--- config.mk ---
export PLATFORM = sky130hd
export DESIGN_NAME = rle_decoder
export DESIGN_NICKNAME = d
export VERILOG_FILES = /design/src/rtl/rle_pkg.sv /design/src/rtl/rle_byte_packer.sv /design/src/rtl/rle_decoder.sv
export SDC_FILE = /design/constraint.sdc
export NUM_CORES = 1
export LEC_CHECK = 0
export ABC_AREA = 0
export CELL_PAD_IN_SITES_DETAIL_PLACEMENT = 0
export CELL_PAD_IN_SITES_GLOBAL_PLACEMENT = 1
export CORE_MARGIN = 10
export CORE_UTILIZATION = 35
export DETAILED_ROUTE_END_ITERATION = 8
export PLACE_DENSITY = 0.86
export SYNTH_ARGS = -nofsm -noshare
export SYNTH_HDL_FRONTEND = slang
export SYNTH_SLANG_ARGS = --single-unit
--- constraint.sdc ---
create_clock -name clk -period 2.73 [get_ports clk]
set_input_delay 0.546 -clock clk [delete_from_list [all_inputs] [get_ports clk]]
set_output_delay 0.546 -clock clk [all_outputs]
set_load 0.05 [all_outputs]
--- src/rtl/rle_pkg.sv ---
// -----------------------------------------------------------------------------
// rle_pkg
// Shared definitions for the RLE datapath (decoder and compressor).
//   - rle_state_e     : decoder FSM states
//   - pair layout     : a 16-bit pair is {symbol[15:8], count[7:0]}; a 32-bit
//                       word holds pair 0 in [15:0] and pair 1 in [31:16]
//   - pair_sym/pair_cnt : extract symbol/count of pair idx from a word
// -----------------------------------------------------------------------------
package rle_pkg;

    typedef enum logic [2:0] {
        S_IDLE   = 3'd0,
        S_FETCH  = 3'd1,
        S_LATCH  = 3'd2,
        S_EXPAND = 3'd3,
        S_WRITE  = 3'd4,
        S_FLUSH  = 3'd5,
        S_FINISH = 3'd6
    } rle_state_e;

    localparam int SYM_HI         = 15;
    localparam int SYM_LO         = 8;
    localparam int CNT_HI         = 7;
    localparam int CNT_LO         = 0;
    localparam int PAIR_W         = 16;
    localparam int PAIRS_PER_WORD = 2;

    function automatic logic [7:0] pair_sym(input logic [31:0] w, input logic idx);
        logic [PAIR_W-1:0] p;
        p = idx ? w[2*PAIR_W-1:PAIR_W] : w[PAIR_W-1:0];
        return p[SYM_HI:SYM_LO];
    endfunction

    function automatic logic [7:0] pair_cnt(input logic [31:0] w, input logic idx);
        logic [PAIR_W-1:0] p;
        p = idx ? w[2*PAIR_W-1:PAIR_W] : w[PAIR_W-1:0];
        return p[CNT_HI:CNT_LO];
    endfunction

endpackage

--- src/rtl/rle_byte_packer.sv ---
// -----------------------------------------------------------------------------
// rle_byte_packer
// Packs bytes little-endian into a 32-bit word (first byte in [7:0]).
//   clk, nreset   : clock, async active-low reset
//   byte_i/valid_i: byte to append when valid_i is high
//   take_i        : clear the buffer (word consumed or abandoned)
//   fill_o        : bytes currently held, modulo 4
//   word_full_o   : the byte pushed this cycle completes the word
//   word_o        : buffer contents; unfilled lanes are always zero, so this
//                   is also the zero-padded word for a flush
// -----------------------------------------------------------------------------
module rle_byte_packer (
    input  logic        clk,
    input  logic        nreset,
    input  logic [7:0]  byte_i,
    input  logic        valid_i,
    input  logic        take_i,
    output logic [1:0]  fill_o,
    output logic        word_full_o,
    output logic [31:0] word_o
);

    logic [1:0]  fill_q;
    logic [31:0] data_q;

    // fill_q wraps to 0 on the fourth byte; the full word stays in data_q
    // until the owner takes it, and nothing is pushed in between.
    always_ff @(posedge clk or negedge nreset) begin
        if (!nreset) begin
            fill_q <= 2'd0;
            data_q <= 32'd0;
        end else if (take_i) begin
            fill_q <= 2'd0;
            data_q <= 32'd0;
        end else if (valid_i) begin
            data_q[{fill_q, 3'b000} +: 8] <= byte_i;
            fill_q                        <= fill_q + 2'd1;
        end
    end

    assign fill_o      = fill_q;
    assign word_full_o = valid_i && (fill_q == 2'd3);
    assign word_o      = data_q;

endmodule

--- src/rtl/rle_decoder.sv ---
// -----------------------------------------------------------------------------
// rle_decoder
// Expands a frame of {symbol,count} pairs read from the dpsram (port A) into
// plaintext written back to the same dpsram.
//   clk, nreset          : clock, async active-low reset
//   start                : pulse to begin a decode (ignored while busy)
//   rle_addr, rle_size   : compressed frame byte address / length in bytes
//   message_addr         : plaintext destination byte address
//   message_size         : plaintext bytes produced (saturating)
//   done                 : high in idle after a completed decode
//   port_A_*             : single-port SRAM interface (byte addresses,
//                          1-cycle registered read data)
// -----------------------------------------------------------------------------
module rle_decoder
    import rle_pkg::*;
#(
    parameter int ADDR_W = 16,
    parameter int SIZE_W = 32
) (
    input  logic              clk,
    input  logic              nreset,
    input  logic              start,
    input  logic [31:0]       rle_addr,
    input  logic [SIZE_W-1:0] rle_size,
    input  logic [31:0]       message_addr,
    output logic [SIZE_W-1:0] message_size,
    output logic              done,
    output logic              port_A_clk,
    output logic [ADDR_W-1:0] port_A_addr,
    output logic              port_A_we,
    output logic [31:0]       port_A_data_in,
    input  logic [31:0]       port_A_data_out
);

    rle_state_e        state_q, ret_q, nxt;
    logic [ADDR_W-1:0] rd_addr_q, wr_addr_q, addr_q;
    logic [SIZE_W-1:0] pairs_left_q, msize_q;
    logic [31:0]       word_q;
    logic [7:0]        cnt_q;
    logic              pidx_q, we_q, done_q;

    logic        push, pair_end, take, pk_full;
    logic [1:0]  pk_fill;
    logic [31:0] pk_word;
    logic [7:0]  sym;

    always_comb begin
        sym      = pair_sym(word_q, pidx_q);
        push     = (state_q == S_EXPAND) && (cnt_q != 8'd0);
        // The last byte of a pair and the move to the next pair share a
        // cycle; a count-0 pair costs one idle cycle.
        pair_end = (cnt_q <= 8'd1);
        if (pairs_left_q == SIZE_W'(1))
            nxt = S_FLUSH;
        else if (pidx_q)
            nxt = S_FETCH;
        else
            nxt = S_EXPAND;
        take = (state_q == S_WRITE) || (state_q == S_FLUSH) ||
               ((state_q == S_IDLE) && start);
    end

    rle_byte_packer u_packer (
        .clk         (clk),
        .nreset      (nreset),
        .byte_i      (sym),
        .valid_i     (push),
        .take_i      (take),
        .fill_o      (pk_fill),
        .word_full_o (pk_full),
        .word_o      (pk_word)
    );

    always_ff @(posedge clk or negedge nreset) begin
        if (!nreset) begin
            state_q      <= S_IDLE;
            ret_q        <= S_IDLE;
            rd_addr_q    <= '0;
            wr_addr_q    <= '0;
            addr_q       <= '0;
            pairs_left_q <= '0;
            msize_q      <= '0;
            word_q       <= '0;
            cnt_q        <= '0;
            pidx_q       <= 1'b0;
            we_q         <= 1'b0;
            done_q       <= 1'b0;
        end else begin
            case (state_q)
                S_IDLE: begin
                    we_q <= 1'b0;
                    if (start) begin
                        rd_addr_q    <= rle_addr[ADDR_W-1:0];
                        wr_addr_q    <= message_addr[ADDR_W-1:0];
                        pairs_left_q <= {1'b0, rle_size[SIZE_W-1:1]};
                        msize_q      <= '0;
                        done_q       <= 1'b0;
                        if (rle_size[SIZE_W-1:1] != '0) begin
                            state_q <= S_FETCH;
                            addr_q  <= rle_addr[ADDR_W-1:0];
                        end else begin
                            state_q <= S_FINISH;
                        end
                    end
                end
                S_FETCH: begin
                    rd_addr_q <= rd_addr_q + ADDR_W'(4);
                    state_q   <= S_LATCH;
                end
                S_LATCH: begin
                    word_q  <= port_A_data_out;
                    pidx_q  <= 1'b0;
                    cnt_q   <= pair_cnt(port_A_data_out, 1'b0);
                    state_q <= S_EXPAND;
                end
                S_EXPAND: begin
                    if (push) begin
                        cnt_q <= cnt_q - 8'd1;
                        if (msize_q != '1)
                            msize_q <= msize_q + SIZE_W'(1);
                    end
                    if (pair_end) begin
                        pairs_left_q <= pairs_left_q - SIZE_W'(1);
                        if (nxt == S_EXPAND) begin
                            pidx_q <= 1'b1;
                            cnt_q  <= pair_cnt(word_q, 1'b1);
                        end
                    end
                    // A full word is written first; ret_q remembers where
                    // expansion would have gone.
                    if (pk_full) begin
                        state_q <= S_WRITE;
                        we_q    <= 1'b1;
                        addr_q  <= wr_addr_q;
                        ret_q   <= pair_end ? nxt : S_EXPAND;
                    end else if (pair_end) begin
                        state_q <= nxt;
                        if (nxt == S_FETCH)
                            addr_q <= rd_addr_q;
                        if (nxt == S_FLUSH && (push || pk_fill != 2'd0)) begin
                            we_q   <= 1'b1;
                            addr_q <= wr_addr_q;
                        end
                    end
                end
                S_WRITE: begin
                    we_q      <= 1'b0;
                    wr_addr_q <= wr_addr_q + ADDR_W'(4);
                    state_q   <= ret_q;
                    if (ret_q == S_FETCH)
                        addr_q <= rd_addr_q;
                end
                S_FLUSH: begin
                    we_q <= 1'b0;
                    if (we_q)
                        wr_addr_q <= wr_addr_q + ADDR_W'(4);
                    state_q <= S_FINISH;
                end
                S_FINISH: begin
                    done_q  <= 1'b1;
                    state_q <= S_IDLE;
                end
                default: state_q <= S_IDLE;
            endcase
        end
    end

    assign port_A_clk     = clk;
    assign port_A_addr    = addr_q;
    assign port_A_we      = we_q;
    assign port_A_data_in = pk_word;
    assign message_size   = msize_q;
    assign done           = done_q;

    // Address bits above ADDR_W, rle_size[0] and the pair-0 count held in
    // word_q (read straight from the SRAM at LATCH) are intentionally unused.
    logic unused_ok;
    assign unused_ok = ^{rle_addr, message_addr, rle_size[0], word_q[7:0]};

endmodule

Word-level counts from Yosys, hierarchy flattened
Index checks and enable logic that the tools add are counted.

word-level totals
  register bits = 195
  latch bits = 0
  RAM bits = 0
  memory bits (read-only) = 0
  input bits = 131
  output and inout bits = 83
  logic and storage cells = 125
  memories = 0

cells by class
  $add $sub $neg = 7
  multipliers = 0
  div/mod/pow operators = 0
  $lt $le $gt $ge = 1
  equal/unequal tests = 24
  shifts and indexed selects = 2
  muxes and demuxes = 47
  bitwise gates (word level) = 0
  reductions and logical operators = 30

operators by type and width
  kind                                                                              count
  32-bit 2-to-1 mux                                                                 7
  16-bit 2-to-1 mux                                                                 11
  32-bit case mux with 2 select lines                                               2
  16-bit case mux with 3 select lines                                               2
  16-bit by 3-bit adder with 16-bit output, second input constant                   2
  32-bit by 1-bit adder with 32-bit output, second input constant                   1
  32-bit bitwise mux                                                                1
  32-bit by 1-bit == test with 1-bit output, second input constant                  1
  32-bit inequality test, second input constant                                     1
  16-bit case mux with 2 select lines                                               1
  8-bit by 7-bit variable shift with 32-bit output, first input constant            1
  8-bit by 7-bit indexed part select with 32-bit output                             1
  32-bit by 1-bit subtractor with 32-bit output, second input constant              1
  31-bit nonzero test                                                               1
  8-bit 2-to-1 mux                                                                  3
  3-bit 2-to-1 mux                                                                  6
  3-bit case mux with 6 select lines                                                1
  8-bit case mux with 2 select lines                                                1
  2-bit nonzero test                                                                7
  3-bit == test, second input constant                                              4
  3-bit AND reduction                                                               4
  3-bit by 1-bit == test with 1-bit output, second input constant                   3
  3-bit by 2-bit == test with 1-bit output, second input constant                   3
  8-bit by 1-bit less-or-equal comparator with 1-bit output, second input constant  1
  other kinds (21)                                                                  45

Longest topological paths before layout
Gate-level depths: netlist (run 1).

  word-level depth = 8
  mapped depth = 10

By module
From an unflattened synthesis (run 1), not the netlist that was laid out.

unflattened totals
  cell total of the unflattened synthesis = 1129
  area, all modules = 10402.5 sq um

by module, submodules not included
  module           times used  cells an instance  area an instance (sq um)
  rle_decoder      1           1023               8943.6
  rle_byte_packer  1           106                1458.9

==> results of run 1 <==
-- through the flow --
step | hold slack, ps | setup TNS, ps
floorplan | 250 | 0
global placement | 463 | -2830
detailed placement | 473 | -3790
CTS | 84.5 | 0
global route | 110 | -55.5
finish | 73.6 | 0
-- layout make-up --
class / count / area (um2) / area share
antenna: 1 / 2.50 / 0.000180
clock buffer: 21 / 509 / 0.0367
clock inverter: 15 / 228 / 0.0164
inverter: 17 / 63.8 / 0.00460
multi-input combinational: 844 / 5320 / 0.383
sequential: 187 / 4680 / 0.337
tap: 384 / 480 / 0.0346
timing repair buffer: 275 / 2590 / 0.187
-- cell usage after synthesis (14+ instances only) --
cell        n  area (um2)
nand3_1    36         180
mux2i_1    14         140
a21oi_1    80         400
dfrtp_1   187        4680
mux2_2     38         428
nand4_1    25         156
nor2_1    118         443
o21ai_0    65         325
xnor2_1    25         219
nand2_1   121         454
inv_1      17        63.8
clkbuf_1   59         221
nor3_1     41         205
o22ai_1    25         156
a221o_1    22         220
nor4_1     26         163
-- flip-flops by register name, summed over array words and instances, names as in the netlist, 8 cells and up --
register / cells
word_q: 24
rd_addr_q: 16
message_size: 32
u_packer.word_o: 32
port_A_addr: 16
cnt_q: 8
wr_addr_q: 16
pairs_left_q: 32
-- power by group through the flow --
stage | Combinational (uW) | Clock, uW | Sequential [uW]
6_report | 6760 | 3020 | 4710
5_1_grt | 7390 | 3200 | 4860
4_1_cts | 6540 | 3100 | 4680
3_5_place_dp | 6450 | 84.5 | 4730
3_3_place_gp | 6320 | 84.5 | 4680
2_1_floorplan | 3490 | 79.0 | 5370
-- kinds of logic (layout without fill, tap and decap cells) --
group / count (synthesis) / after routing / share of synthesized area
buffers and inverters: 88 / 328 / 0.0337
other: 0 / 1 / 0
adders and majority gates: 12 / 12 / 0.0146
AOI/OAI and AO/OA: 294 / 294 / 0.188
DFF: 187 / 187 / 0.456
xor gates and xnor gates: 31 / 31 / 0.0265
and+or+nand+nor: 445 / 445 / 0.215
muxes: 62 / 62 / 0.0664
-- routing by layer --
layer / part of all wire / wire length, um / vias up / global-route usage
li1: - / - / 4578 / -
met1: 0.45 / 14600 / 4664 / 0.230
met2: 0.47 / 15100 / 277 / 0.279
met3: 0.069 / 2230 / 28 / 0.0494
met4: 0.012 / 391 / 0 / 0.0388
met5: 0 / 0 / - / 0
-- worst max-delay path: stages (launching register included) --
cell and delay [ps]:
dfrtp_1 380, or4_4 560, nor4_4 340, buf_4 180
and3_4 220, a31oi_4 120, buf_6 170, a221o_1 350
mux2_4 270
-- final timing paths --
path	start	endpoint	cells after the start
setup / recovery	pairs_left_q[11]	port_A_addr[7]	8
hold / removal	nreset	pairs_left_q[16]	1
setup reg to reg	pairs_left_q[11]	port_A_addr[7]	8
hold reg to reg	wr_addr_q[0]	wr_addr_q[0]	2
max in group asynchronous	nreset	u_packer.word_o[8]	2
min in group clk	wr_addr_q[0]	wr_addr_q[0]	2
-- timing repair --
item,4_1_cts,5_1_grt
gates cloned,0,1
setup endpoints to repair,17,16
buffers inserted,1,4
gates resized for setup,1,22
pin swaps,1,6
==> results by stage, run 1 <==
Yosys:
- The register bit total from synthesis is 187.
- The netlist uses 71 different library cells.
- After synthesis, the mean cell area works out to 9.17 um2.
- The share of async-settable or async-resettable flops after synthesis is 1.00.
- The synthesized netlist cell count is 1119.
- The prevailing post-synth register cell is dfrtp_1.
- In this run the cell area of the synthesized design comes to 10300 um2.
- Of the synthesized area, sequential elements account for 0.456.
- The Yosys step of the flow raised 0 warnings.
- The post-synthesis net count is 1262.
- Yosys mapped a number of flops with a built-in enable equal to 0.

Power:
- The sequential share of power is 0.325.
- The switching portion of total power is 0.433.
- The internal power of the cells totals 8220 uW.
- The clock group share of total power is 0.208.
- The total design power is 14500 uW.
- The power density normalized to cell area is 1040 nW/um2.
- The switching power summed over all nets is 6270 uW.
- VDD sags by at most 0.000726 V.
- The share of total power dissipated in combinational logic is 0.467.
- The static leakage is 0.00566 uW.

Clocking:
- The post-CTS clock slew at the launch and capture registers of the worst setup and hold paths is 80 ps.
- TritonCTS built the clock tree.
- The hold buffer count at CTS is 0.
- The insertion delay to the later sink of the worst-skew pair is 550 ps.

Setup path:
- For the worst setup path, the data required time is 3160 ps.
- The critical setup path kind is reg -> reg.
- In this run the register-to-register setup slack is 20 ps.
- STA classifies the critical path startpoint as a flop.
- The worst-path maximum fanout is 8.
- STA classifies the critical path endpoint as a flop.
- The data arrival time of the critical path is 3140 ps.

Layout:
- The most common library cell in the layout ignoring fill and taps is dfrtp_1.
- The finished cells cover 13900 um2.
- The library cells used most frequently in the layout, excluding fill and tap cells, are 187 x dfrtp_1, 178 x clkdlybuf4s50_1, 121 x nand2_1, 118 x nor2_1, 89 x buf_4.
- The number of non-filler instances in the completed layout is 1744.
- The layout filler cell count is 2703.
- The fraction of layout cells with a size suffix above 1 is 0.150.
- The net count reported at finish is 1489.
- Once layout is complete, the utilization of the core stands at 0.482.
- Relative to the synthesized area, the layout overhead comes to 35.2%.

Timing:
- The total count of max-transition violations in the final report was 0.
- At the pin with the least slew margin, the transition time is 764 ps.
- Static timing analysis puts the maximum clock frequency at 369 MHz.
- The count of endpoints failing hold in the final timing report is 0.
- Setup violations remaining at the end of the flow were counted as 0.
- Headroom to the max-slew limit came out at 0.490.
- In the post-route analysis, the smallest setup slack over all paths is 20.3 ps.
- In the finished design, the share of the clock period the worst path needs comes to 0.993.
- Setup repair after global routing could not meet its margin everywhere.
- The worst path in the final design needs a cycle of 2710 ps, including I/O delays and setup.
- The setup skew after layout is 18.5 ps.

Hold path:
- The worst hold-check path type is in -> async.

Place:
- The worst slack at placement is -257 ps.
- The half-perimeter wire length after detailed placement is 23.3 mm.
- The area after detailed placement is 13000 um2.
- The congestion estimate from routability-driven global placement came to 0.876.
- Port buffering added 180 buffers.
- The cell total after placement is 1702.

Run:
- The max-cap violation count is 0.

Routing:
- Dividing the detail-routed wire length by the instance count gives 18.5 um.
- After detailed routing, the number of remaining DRC violations is 0.
- The final layout contains routed wiring with a total length of 32.2 mm.
- The final route contains 9547 vias.
- The detailed router's first-iteration violation count is 598.
- In the routed layout, each cell is associated on average with a via count of 5.47.
- The number of routed nets with antenna violations is 0.
- The number of detailed-routing iterations run before antenna repair is 5.

Global route:
- The first global-routing pass estimated 51.9 mm of wire.
- The global-route usage over all layers is 0.175.
- The initial antenna violation count was 1.
- The total global routing overflow is 0.
- The number of global-route vias before repair came to 9578.
- Entering global routing, the biggest net connects 83 pins.

Floorplan:
- The die covers 36500 um2.
- The die is 191 um wide.
- The die outline height is 191 um.
- For this configuration, the core starts out at a cell density of 0.356.
- The number of standard-cell rows in the floorplan is 62.
- In this run the count of I/O pins placed on the die edge is 214.
- The region available for standard cell placement spans 28800 um2.

Status:
- The run finished with clean final reports.
(Power assumes the default switching activity.)
==> inputs of run 2 (changes only) <==
--- a/config.mk
+++ b/config.mk
@@ -9,9 +9,10 @@
 export CELL_PAD_IN_SITES_DETAIL_PLACEMENT = 0
 export CELL_PAD_IN_SITES_GLOBAL_PLACEMENT = 1
 export CORE_MARGIN = 10
-export CORE_UTILIZATION = 35
+export CORE_UTILIZATION = 39
 export DETAILED_ROUTE_END_ITERATION = 8
-export PLACE_DENSITY = 0.86
+export GPL_ROUTABILITY_DRIVEN = 0
+export PLACE_DENSITY = 0.91
 export SYNTH_ARGS = -nofsm -noshare
 export SYNTH_HDL_FRONTEND = slang
 export SYNTH_SLANG_ARGS = --single-unit
==> constraint.sdc (replaced) <==
create_clock -name clk -period 2.98 [get_ports clk]
set_input_delay 0.596 -clock clk [delete_from_list [all_inputs] [get_ports clk]]
set_output_delay 0.596 -clock clk [all_outputs]
set_load 0.05 [all_outputs]
==> run 2 against run 1 <==
Combinational power fell by 17%. Worst hold slack worse by 36 ps. Clock power is 14% lower. Critical path depth grew 1. Global-route usage is 0.98 points higher. Setup slack gained 130 ps. Cell area down 4.7%. Die area fell by 9.2%. Sequential share of layout area rose by 1.7 points.
==> results by stage, run 2 (same netlist as run 1, synthesis figures left out) <==
Global route:
- The total global routing overflow is 0.
- The initial antenna violation count is 0.
- The first global-routing pass estimated 50.6 mm of wire.
- For met2 alone, demand over resource in global routing was 0.295.
- The maximum number of pins on one net before global-route repair is 65.
- In the global route stage, met1 resource usage came out at 0.242.
- For this run, global-route usage on met3 was measured as 0.0467.
- The number of global-route vias before repair is 9304.
- The global-route usage over all layers is 0.184.
- The layer with the highest usage is met2.

Layout:
- With fillers left out, the area of the finished cells amounts to 13200 um2.
- The final antenna diode count is 0.
- The fraction of layout cells with a size suffix above 1 is 0.103.
- The number of non-filler instances in the completed layout is 1637.
- The area growth from synthesis to layout is 28.8%.
- For this run, the post-layout net count is 1432.
- Leaving out fill and tap cells, the most frequent cell in the layout is dfrtp_1.
- The core utilization of the finished layout is 0.508.
- In the layout the commonest cells are 187 x dfrtp_1, 178 x clkdlybuf4s50_1, 121 x nand2_1, 118 x nor2_1, 80 x a21oi_1.

Setup path:
- The slack of the worst reg-to-reg path is 150 ps.
- The most critical setup path has its startpoint at pairs_left_q[1].
- The startpoint type of the worst setup path is a flop.
- The endpoint class of the critical path is a flop.
- Along the worst path, the maximum fanout reaches 16.
- In this run the critical register-to-register path is captured at port_A_addr[5].
- The critical setup path kind is reg -> reg.
- The data required time of the worst path is 3410 ps.
- The worst register-to-register path begins at pairs_left_q[1].
- For the worst flop-to-flop path, the logic depth is 9.
- Data on the critical path arrives at its endpoint at 3260 ps.

Routing:
- Using the TritonRoute via totals, the vias-per-cell ratio works out to 5.79.
- Once detail routing completed, the nets flagged for antenna violations numbered 0.
- The number of detailed-routing iterations run before antenna repair is 5.
- The number of vias after detailed routing is 9486.
- The residual DRC count is 0.
- After the first detailed-routing iteration, the DRC count stood at 923.
- The routed design has 31.1 mm of wire.
- The average wire per standard cell is 19.0 um.

Timing:
- Adding up every negative setup slack in the final design gives 0 ps.
- The worst pin sits at a relative slew slack of 0.461.
- Setup repair after global routing left no endpoint under its margin.
- Based on the critical path, the design can be clocked at up to 353 MHz.
- The transition time of the tightest slew-check pin is 802 ps.
- The routed design could run at a clock period as short as 2830 ps.
- The total count of max-transition violations in the final report was 0.
- In the finished design, the share of the clock period the worst path needs comes to 0.950.
- The clock arrives with 19.0 ps of skew.
- The total of endpoints with negative setup slack in the final report is 0.
- The count of endpoints failing hold in the final timing report is 0.

Clocking:
- The TritonCTS clock tree is yes.
- The post-CTS clock slew at the launch and capture registers of the worst setup and hold paths is 90 ps.
- Clock latency on the worst-skew pair, taken at its later pin, is 550 ps.

Run:
- The max-cap violation count is 0.

Power:
- The clock group share of total power is 0.206.
- The share of power burned in combinational logic is 0.445.
- The power density normalized to cell area is 953 nW/um2.
- The maximum resistive drop on vdd is 0.000611 V.
- After layout, the design draws a total of 12600 uW.
- Summed over all nets, the switching power comes to 5480 uW.
- The share of total power dissipated in sequential elements is 0.349.
- The switching portion of total power is 0.435.
- For this design the static power due to leakage is 0.00529 uW.
- The internal power of the cells is 7110 uW.

Place:
- The area after detailed placement is 12500 um2.
- The number of buffers added on ports is 180.
- After detailed placement, the design holds a cell count of 1602.
- Summed over all nets, the half-perimeter wirelength after detailed placement is 22.4 mm.

Status:
- The run finished with clean final reports.

Floorplan:
- The floorplan step set the die height to 182 um.
- The full die area is 33200 um2.
- The floorplan step defined a core boundary enclosing 26000 um2.
- The width of the die is 182 um.
- The floorplan has 59 rows.
- The initial standard-cell utilization of the core is 0.395.
- During I/O placement, the number of pins put on the boundary was 214.

Hold path:
- The path class of the tightest hold or removal check is in -> async.
[run 2: changes by cell type in the layout (fill, tap and decap cells not counted), sizes merged]
| cell | before | now |
|---|---|---|
| clkinv | 6 | 3 |
| buf | 96 | 39 |
| clkbuf | 21 | 22 |
| clkinvlp | 0 | 2 |
| diode | 1 | 0 |
[run 2: area by class of cell]
class | instances | area, um2
clock inverters | 14 | 153
inverters | 17 | 63.8
flip-flops and latches | 187 | 4680
multi-input cells | 844 | 5250
clock buffers | 22 | 523
repair buffers | 218 | 2130
well taps | 335 | 419
fillers | 2407 | 12800
[run 2: per-stage QoR]
| stage | hold slack, ps | setup slack [ps] |
|---|---|---|
| CTS | 50.3 | 152 |
| detailed placement | 470 | 187 |
| global placement | 465 | 222 |
| finish | 37.4 | 149 |
| global route | 62.7 | 5.04 |
| floorplan | 300 | 274 |
[run 2: how the worst max path moves through the flow]
stage,end,cells after the start
final,port_A_addr[5],9
after global routing,port_A_addr[5],9
after CTS,port_A_addr[5],9
after detailed placement,port_A_addr[15],8
after global placement,port_A_clk,1
after floorplan,port_A_addr[10],9
[run 2: what timing repair did]
action | CTS | global route
buffers inserted | 0 | 0
setup endpoints to repair | 1 | 4
hold buffers | 0 | 0
gates resized for setup | 1 | 1
gates cloned | 0 | 0
[run 2: worst max-delay path, stage by stage (launching register included)]
cell and delay, ps:
dfrtp_1 400, inv_1 120, ha_1 210, or4b_1 510, nor4_4 190, a41oi_1 240
nor2b_1 240, nor3_4 250, buf_12 190, mux2_2 350
[run 2: per-layer routing]
| metal | wire length (um) | up-vias |
|---|---|---|
| met4 | 463 | 0 |
| met2 | 14600 | 309 |
| li1 | - | 4479 |
| met1 | 14100 | 4668 |
| met3 | 2040 | 30 |
| met5 | 0 | - |
[run 2: power by group through the flow]
stage / combinational (uW) / clock, uW / sequential [uW]
floorplan: 3200 / 72.3 / 4920
global placement: 5480 / 77.4 / 4370
detailed placement: 5610 / 77.4 / 4410
CTS: 5620 / 2640 / 4370
global route: 6110 / 2770 / 4530
finish: 5600 / 2590 / 4390
==> inputs of run 3 (changes only) <==
--- a/config.mk
+++ b/config.mk
@@ -6,13 +6,15 @@
 export NUM_CORES = 1
 export LEC_CHECK = 0
 export ABC_AREA = 0
+export CAP_MARGIN = 5
 export CELL_PAD_IN_SITES_DETAIL_PLACEMENT = 0
 export CELL_PAD_IN_SITES_GLOBAL_PLACEMENT = 1
 export CORE_MARGIN = 10
-export CORE_UTILIZATION = 39
+export CORE_UTILIZATION = 36
 export DETAILED_ROUTE_END_ITERATION = 8
 export GPL_ROUTABILITY_DRIVEN = 0
-export PLACE_DENSITY = 0.91
+export PLACE_DENSITY = 0.88
 export SYNTH_ARGS = -nofsm -noshare
 export SYNTH_HDL_FRONTEND = slang
+export SYNTH_HIERARCHICAL = 1
 export SYNTH_SLANG_ARGS = --single-unit
==> constraint.sdc (replaced) <==
create_clock -name clk -period 2.6 [get_ports clk]
set_input_delay 0.52 -clock clk [delete_from_list [all_inputs] [get_ports clk]]
set_output_delay 0.52 -clock clk [all_outputs]
set_load 0.05 [all_outputs]
==> run 3 against run 2 <==
The flow now finishes with violations (setup timing). Sequential power grew 19%. Routed wire length increased by 7.5%. Setup slack got worse by 440 ps. Cell area is 8.9% higher. Global-route usage is 0.087 points lower.
==> results by stage, run 3 <==
Layout:
- The top cell types in the final layout, fill and taps aside, are 178 x clkdlybuf4s50_1, 177 x dfrtp_1, 153 x nand2_1, 126 x buf_4, 96 x nor2_1.
- After filler insertion, the fill cell instance count of the layout stands at 2618.
- The final antenna diode count is 0.
- The area growth from synthesis to layout is 38.4%.
- The fraction of layout cells with a size suffix above 1 is 0.191.
- The most common library cell in the layout ignoring fill and taps is clkdlybuf4s50_1.
- After the last flow step, the layout net total stands at 1543.

Setup path:
- The data arrival time of the critical path is 3320 ps.
- The startpoint type of the worst setup path is a flop.
- The slack of the worst reg-to-reg path is -290 ps.
- The startpoint of the lowest-slack register-to-register path is pairs_left_q[25].
- The critical path's slowest cell is or4b_4.
- The delay contributed by the slowest stage of the critical path is 520 ps.
- The signal on the critical path passes through or3_4, or4b_4, nor4_4, mux2_4, o31ai_4, buf_4, buf_12, mux2_2.
- The beginning of the critical path is pairs_left_q[25].
- The worst-path maximum fanout is 8.
- STA classifies the critical path endpoint as a flop.
- STA puts the critical path data required time at 3030 ps.
- The critical setup path kind is reg -> reg.

Timing:
- The count of endpoints failing hold in the final timing report was 0.
- The worst hold slack is 1.06 ps.
- The transition time of the tightest slew-check pin is 655 ps.
- The routed design could run at a clock period as short as 2890 ps.
- Setup repair after global routing could not meet its margin everywhere.
- Setup violations remaining at the end of the flow were counted as 24.
- Timing would allow up to 346 MHz.
- The total count of max-transition violations in the final report came to 0.
- The setup skew after layout is 16.9 ps.
- The setup total negative slack is -4670 ps.
- Dividing the final minimum period by the clock period gives 1.11.
- The worst relative slew slack is 0.563.
- After layout, the worst setup slack is -291 ps.

Hold path:
- The min-delay analysis places its worst path in the category in -> async.

Power:
- Power spread over the standard cell area amounts to 1280 nW/um2.
- The static leakage is 0.00600 uW.
- The worst-case IR drop observed on VDD is 0.000908 V.
- Of the total power, the share spent switching nets is 0.465.
- Of the total power, combinational logic draws 0.547.
- The internal power of the cells totals 9820 uW.
- Of the total power, the clock network draws 0.168.
- The analysis attributes to net switching a power of 8550 uW.
- The sequential share of power is 0.285.

Yosys:
- The prevailing post-synth register cell is dfrtp_1.
- In the synthesized netlist, the cells that appear most often are 187 x dfrtp_1, 153 x nand2_1, 97 x nor2_1.
- The post-synthesis net count is 1273.
- The register bit total from synthesis is 187.
- The most frequent cell after synthesis is dfrtp_1.
- The share of the synthesized area in compound gates (AO/OA/AOI/OAI) came to 0.161.
- Of the total synthesized cell area, the portion taken by AND, OR, NAND and NOR gates is 0.233.
- The xor and xnor area share after synthesis is 0.0320.
- The yosys synthesis warning count is 6.
- A synthesized cell averages 9.21 um2.
- The share of the Yosys chip area taken by registers is 0.450.
- The mux contribution to synthesized area is 0.0717.
- The number of enable-type register cells in the synthesized netlist is 0.
- The cell type contributing the most total cell area after synthesis is dfrtp_1.
- The fraction of post-synthesis cell area in the top cell type by area is 0.450.
- In the post-synthesis netlist, the biggest area contributors are dfrtp_1 45%, nand2_1 5.5%, mux2_2 4.3%, nand3_1 3.8%, nor2_1 3.5%.
- The number of distinct library cell variants in the gate-level netlist after synthesis is 70.
- The synthesized netlist occupies a cell area of 10400 um2.
- After synthesis, the share of flip-flops with an asynchronous set or reset is 1.00.
- Of the total synthesized cell area, the portion taken by full adders, half adders and majority gates is 0.0156.
- The synthesized netlist cell count is 1129.
- By area, the combinational part of the netlist is dominated by simple AND/OR/NAND/NOR gates.

Status:
- The checks that failed: setup timing.
- The run finished, with violations left.

Floorplan:
- The width of the die is 190 um.
- The die is 190 um tall.
- In this run the standard cell core region covers 28600 um2.
- The number of standard-cell rows in the floorplan is 62.
- The number of placed I/O pins is 214.
- The full die area is 36100 um2.
- The initial standard-cell utilization of the core is 0.363.

Place:
- The number of buffers added on ports is 180.
- The wire-length estimate of the detail-placed layout is 24.0 mm.

Global route:
- The global-route wire length before repair is 53.8 mm.
- The initial antenna violation count came to 0.
- The maximum number of pins on one net before global-route repair is 73.
- The total global routing overflow is 0.
- In the global route stage, overall resource usage came out at 0.183.
- The number of global-route vias before repair is 9864.

Routing:
- The first routing iteration left 841 violations.
- The count of nets left with antenna violations once routing finished came out at 0.
- Before antenna repair, the detailed router went through 8 iterations.
- The ratio of routed vias to standard cells is 5.50.
- The number of vias after detailed routing is 9879.
- The average wire per standard cell is 18.6 um.
- After detailed routing, the total wire length is 33.5 mm.
- The residual DRC count is 0.

Run:
- The max-cap violation count is 0.

Clocking:
- The TritonCTS clock tree is yes.
- At the later pin of the worst-skew pair, clock insertion delay measures 550 ps.
- The post-CTS clock slew at the launch and capture registers of the worst setup and hold paths is 80 ps.
- The hold buffer count at CTS is 0.
## run 3: path summary, 6_finish.rpt
| path | to | cells past startpoint |
|---|---|---|
| setup / recovery | port_A_addr[6] | 8 |
| hold / removal | message_size[19] | 1 |
| setup reg to reg | port_A_addr[6] | 8 |
| hold reg to reg | rd_addr_q[0] | 2 |
| max in group asynchronous | cnt_q[5] | 2 |
| min in group clk | rd_addr_q[0] | 2 |
## run 3: critical path: cells and delay by family, from the launching register on
kind / cells / cell delay, ps
mux: 2 / 680
flops: 1 / 390
simple gates: 3 / 1220
compound gates: 1 / 200
buf+inv: 2 / 290
## run 3: final cells by class
type,instances,area [um2],share of cell area
multi-input cells,853,5450,0.379
flip-flops and latches,187,4690,0.326
repair buffers,320,3000,0.208
clock buffers,21,509,0.0354
well taps,384,480,0.0334
clock inverters,15,201,0.0140
inverters,16,60.1,0.00417
## run 3: through the flow
| step | worst slack (ps) | instance area [um2] | cells | util | total power (uW) |
|---|---|---|---|---|---|
| after floorplan | -431 | 10400 | 1129 | - | 11600 |
| after global placement | -824 | 13500 | 1749 | 0.471 | 14900 |
| after detailed placement | -886 | 13500 | 1749 | 0.471 | 15100 |
| after CTS | -256 | 14300 | 1793 | 0.500 | 18400 |
| after global routing | -344 | 14400 | 1796 | 0.503 | 19500 |
| final | -291 | 14400 | 1796 | 0.503 | 18400 |
## run 3: power groups by stage
stage	Clock (uW)	Combinational [uW]	Sequential [uW]
after floorplan	82.9	4500	6980
after global placement	88.7	9560	5220
after detailed placement	88.7	9740	5270
after CTS	3160	10000	5230
after global routing	3280	10800	5420
final	3080	10000	5240
## run 3: what timing repair did
| item | in CTS | in global routing |
|---|---|---|
| gates resized for setup | 11 | 25 |
| gates cloned | 2 | 0 |
| pin swaps | 4 | 10 |
| setup buffers | 7 | 6 |
| setup endpoints to repair | 32 | 35 |
## run 3: routing by layer
layer  global-route usage  vias up  routed length, um
li1                     -     4695                  -
met1                0.234     4866              14400
met2                0.302      284              16500
met3               0.0432       34               2050
met4               0.0534        0                533
met5                    0        -                  0
## run 3: logic make-up (layout without fill, tap and decap cells)
kind of cell | count (synthesis) | count (layout)
xor gates and xnor gates | 38 | 38
and+or+nand+nor | 505 | 505
muxes | 64 | 64
AOI/OAI and AO/OA | 233 | 233
adders and majority gates | 13 | 13
buffers and inverters | 89 | 372
DFF | 187 | 187
==> edit 1 (config.mk and constraints of run 1) <==
The 7 states of `rle_state_e` get a one-hot encoding in 7 bits.
--- a/src/rtl/rle_pkg.sv
+++ b/src/rtl/rle_pkg.sv
@@ -8,14 +8,14 @@
 // -----------------------------------------------------------------------------
 package rle_pkg;
 
-    typedef enum logic [2:0] {
-        S_IDLE   = 3'd0,
-        S_FETCH  = 3'd1,
-        S_LATCH  = 3'd2,
-        S_EXPAND = 3'd3,
-        S_WRITE  = 3'd4,
-        S_FLUSH  = 3'd5,
-        S_FINISH = 3'd6
+    typedef enum logic [6:0] {
+        S_IDLE   = 7'b0000001,
+        S_FETCH  = 7'b0000010,
+        S_LATCH  = 7'b0000100,
+        S_EXPAND = 7'b0001000,
+        S_WRITE  = 7'b0010000,
+        S_FLUSH  = 7'b0100000,
+        S_FINISH = 7'b1000000
     } rle_state_e;
 
     localparam int SYM_HI         = 15;
Check against the original RTL: same outputs for any inputs over 4 cycles, from zero or initial values and one cycle with nreset low; so few cycles prove little.
==> edit 1 against run 1 <==
- wire length is 4.0% lower
- first-iteration DRC count increased by 29%
- critical path depth decreased by 1
- worst setup slack improved by 0.071 ns
- cell area down 0.60%
- count of clock-buffer cells in the layout is the same
- sequential cell count rose by 5
- clock skew increased by 0.0041 ns
- area after synthesis shrank 0.77%
- critical endpoint unchanged
Power is not compared: it rests on default switching activity, and its combinational part moved more than twofold at a synthesized area within 25%.
==> edit 1: results (changes against run 1) <==
- GR met1 Demand/Resource: 22.10% (-0.91 points)
- Worst r2r src: pairs_left_q[22]
- Status: complete, no violations
- Worst hold slack: 0.4580 ns (+0.3844 ns)
- First-pass GRT wire length: 49.42 mm (-4.7%)
- Multi-input combinational area share: 36.78% (-1.6 points)
- Vias in the first global route: 9,210 (-3.8%)
- Inverters, non-clock: 22 (+5)
- GR Util met2: 26.53% (-1.3 points)
- Final WL: 30.95 mm (-4.0%)
- Slowest cell delay on critical path: 0.59 ns (+0.03 ns)
- Post-synth top cells: 190 x dfrtp_1, 116 x nand2_1, 101 x nor2_1, 87 x o21ai_0, 60 x a21oi_1
- Layout cell share with drive strength beyond 1: 14.60% (-0.41 points)
- R2R cell count: 7 (-1)
- Signal buf overhead: 19.03% (+0.38 points)
- Sequential element share of the synthesized area: 47.23% (+1.6 points)
- Hold buffer count at CTS: 1 (+1)
- WL met3: 1.842 mm (-17%)
- Finished Layout Cells: 1,713 (-1.8%)
- Nets: 1,460 (-1.9%)
- WL met2: 14.55 mm (-3.4%)
- Top cells by area, synth: dfrtp_1 47%, o21ai_0 4.3%, nand2_1 4.3%
- Met3 Use GR: 3.987% (-0.95 points)
- Crit path arrival time: 3.08 ns (-0.06 ns)
- Mapped Nets: 1,219 (-3.4%)
- Area grow syn2layout: 35.43%
## edit 1: changes by cell type after synthesis, moves of 12 or more
cell,before,now
clkbuf_1,59,35
a21oi_1,80,60
a221o_1,22,9
o21ai_0,65,87
mux2i_1,14,26
o22ai_1,25,12
nor2_1,118,101
## edit 1: kinds of logic after synthesis
kind of cell	share of synthesized area, %
XOR/XNOR	3.270
AO/OA/AOI/OAI	18.49
adder cells (fa/ha/maj)	1.598
flip-flops	47.23
AND/OR/NAND/NOR	20.15
buffers and inverters	3.381
multiplexers	5.877
## edit 1: how the worst max path moves through the flow
| stage | startpoint | to | slack (ns) |
|---|---|---|---|
| floorplan | state_q[3] | port_A_addr[2] | 0.20 |
| detailed placement | rle_size[29] | port_A_addr[14] | -0.08 |
| finish | pairs_left_q[22] | port_A_addr[7] | 0.09 |
| global route | pairs_left_q[22] | port_A_addr[8] | -0.03 |
| global placement | rle_size[29] | port_A_addr[9] | -0.1 |
| CTS | cnt_q[3] | port_A_addr[8] | 0.01 |
==> edit 2 (flow settings as in run 1) <==
Without the edit above. Set the parameter `ADDR_W` to 14 (it was 16).
--- a/src/rtl/rle_decoder.sv
+++ b/src/rtl/rle_decoder.sv
@@ -14,7 +14,7 @@
 module rle_decoder
     import rle_pkg::*;
 #(
-    parameter int ADDR_W = 16,
+    parameter int ADDR_W = 14,
     parameter int SIZE_W = 32
 ) (
     input  logic              clk,
Interface: changed (resized port_A_addr); port bits go from 214 to 212. The function was not compared with the original's and may differ.
==> edit 2 against run 1 <==
- area after synthesis shrank 4.5%
- sequential share of layout area grew 0.65 points
- critical path depth grew 1
- power grew 2.1%
- clock power shrank 4%
- sequential cell count shrank 6
- cell area shrank 5.0%
- worst setup slack gained 0.10 ns
- die area shrank 4.1%
- combinational power grew 5.0%
- wire length shrank 5.4%
- largest cell class unchanged
- highest routed layer is now met5
==> edit 2: results (changes against run 1) <==
- Worst hold path stage count: 2
- Hold Crit Class: register to register
- Initial DRC count: 865 (+45%)
- Critical path endpoint category: register
- Worst Setup SP: cnt_q[1]
- Post-synth top cells: 181 x dfrtp_1, 118 x nand2_1, 112 x nor2_1, 81 x o21ai_0, 70 x a21oi_1
- Status: complete, no violations
- Nets: 1,432 (-3.8%)
- ANT cells: 0 (-1)
- Total GRT Usage: 17.21% (-0.24 points)
- Mapped Nets: 1,222 (-3.2%)
- Crit path arrival time: 3.04 ns (-0.10 ns)
- Vias in the first global route: 9,094 (-5.1%)
- Worst Clk Skew: 0.01797 ns (-0.0004826 ns)
- Gpl congestion: 0.8904 (+1.7%)
- Crit path max fanout: 5 (-3)
- Fillers: 2,628 (-2.8%)
- Leak pwr: 5.469 nW (-3.3%)
- HP Start: rd_addr_q[1]
- Worst skew pair latency: 0.56 ns
- Via/cell ratio: 5.470 (about the same)
- Worst slew pin tran: 1.033 ns (+0.2686 ns)
- Top cells by area, synth: dfrtp_1 46%, nand2_1 4.5%, nor2_1 4.3%
- Synthesis warning total: 0 (unchanged)
- R2R cell count: 9 (+1)
- First-pass GRT wire length: 49.73 mm (-4.1%)
- Number of port buffers: 174 (-3.3%)
- Final WL: 30.48 mm (-5.4%)
- Setup slack, reg-to-reg: 0.12 ns (+0.10 ns)
- R2r endpoint: port_A_addr[10]
- Clock-pin slew on the worst setup and hold paths: 0.09 ns
- Async SR Flop Fraction: 100.0% (unchanged)
- Placed cell area: 12,390 um^2 (-4.6%)
- Cell variety after synth: 71 (unchanged)
- TritonRoute pass-1 iters: 7 (+2)
- Layout cell share with drive strength beyond 1: 12.75% (-2.3 points)
- Sequential element share of the synthesized area: 46.26% (+0.63 points)
- VDD IR-drop max: 622.9 uV (-14%)
- Largest net degree at the start of global routing: 53 (-36%)
- Initial antenna violation count: 1 (unchanged)
- Post-Place Worst Slack: 0.05128 ns (+0.3083 ns)
- Final HPWL DP: 22.70 mm (-2.4%)
- Switching Share: 45.72% (+2.4 points)
==> edit 2: changes by cell type after synthesis, moves of 12 or more <==
cell,before,now
a221o_1,22,5
a222oi_1,0,12
clkbuf_1,59,41
inv_1,17,41
mux2_2,38,25
mux2i_1,14,29
o21ai_0,65,81
o22ai_1,25,11
==> edit 2: routing by layer <==
layer | track usage (%) | share of wire [%] | vias to the layer above | wire, um
li1 | - | - | 4392 | -
met1 | 22.66 | 46 | 4469 | 13900
met2 | 28.00 | 48 | 297 | 14590
met3 | 3.561 | 5.0 | 30 | 1528
met4 | 4.746 | 1.5 | 2 | 450
met5 | 0 | 0.023 | - | 7
==> edit 2: cells by family (layout without fill, tap and decap cells) <==
kind of cell | Yosys count | count (layout) | synth area share [%]
AO/OA/AOI/OAI | 272 | 272 | 17.75
XOR/XNOR | 25 | 25 | 2.236
adder cells (fa/ha/maj) | 12 | 12 | 1.533
AND/OR/NAND/NOR | 435 | 435 | 22.27
multiplexers | 54 | 54 | 5.840
buffers and inverters | 100 | 323 | 4.115
flip-flops | 181 | 181 | 46.26
==> edit 2: what timing repair did <==
item | CTS | global route
setup buffers | 0 | 2
hold endpoints to repair | 48 | 0
gates resized for setup | 1 | 11
pin swaps | 0 | 1
hold buffers | 1 | 0
endpoints found under the setup margin | 1 | 26
==> edit 2: layout make-up <==
cell class / count / area, um^2 / area share (%)
clock inverters: 15 / 206.4 / 1.568
flip-flops and latches: 181 / 4529 / 34.39
multi-input cells: 798 / 4913 / 37.31
clock buffers: 21 / 509.2 / 3.867
repair buffers: 246 / 2384 / 18.10
well taps: 378 / 473.0 / 3.591
inverters: 41 / 153.9 / 1.169
==> edit 2: per-stage QoR <==
stage	std cells	util [%]	setup TNS, ns
final	1680	47.53	0
after floorplan	1079	-	0
after global placement	1642	44.73	0
after CTS	1678	47.31	0
after global routing	1680	47.53	-0.02222
after detailed placement	1642	44.73	0
==> edit 2: power by group through the flow <==
stage	sequential (mW)	clock (mW)	combinational [mW]
floorplan	5.68	0.0790	3.62
global placement	4.78	0.0845	6.96
detailed placement	4.82	0.0845	7.10
CTS	4.78	2.99	7.12
global route	4.97	3.10	7.75
finish	4.79	2.90	7.10
==> edit 2: worst max-delay path, cell delays in order (launching register included) <==
cell     delay, ns
dfrtp_1       0.42
inv_1         0.11
ha_1          0.18
buf_4         0.13
or3b_2        0.49
o21ai_0       0.16
nand2_1       0.13
or3_4         0.40
nand4_4       0.11
mux2_2        0.34
==> edit 2: worst min path at each step <==
stage	endpoint	slack (ns)
finish	rd_addr_q[1]	0.48
global route	wr_addr_q[1]	0.51
CTS	rd_addr_q[1]	0.48
detailed placement	rd_addr_q[1]	0.46
global placement	rd_addr_q[0]	0.45
floorplan	cnt_q[0]	0.25
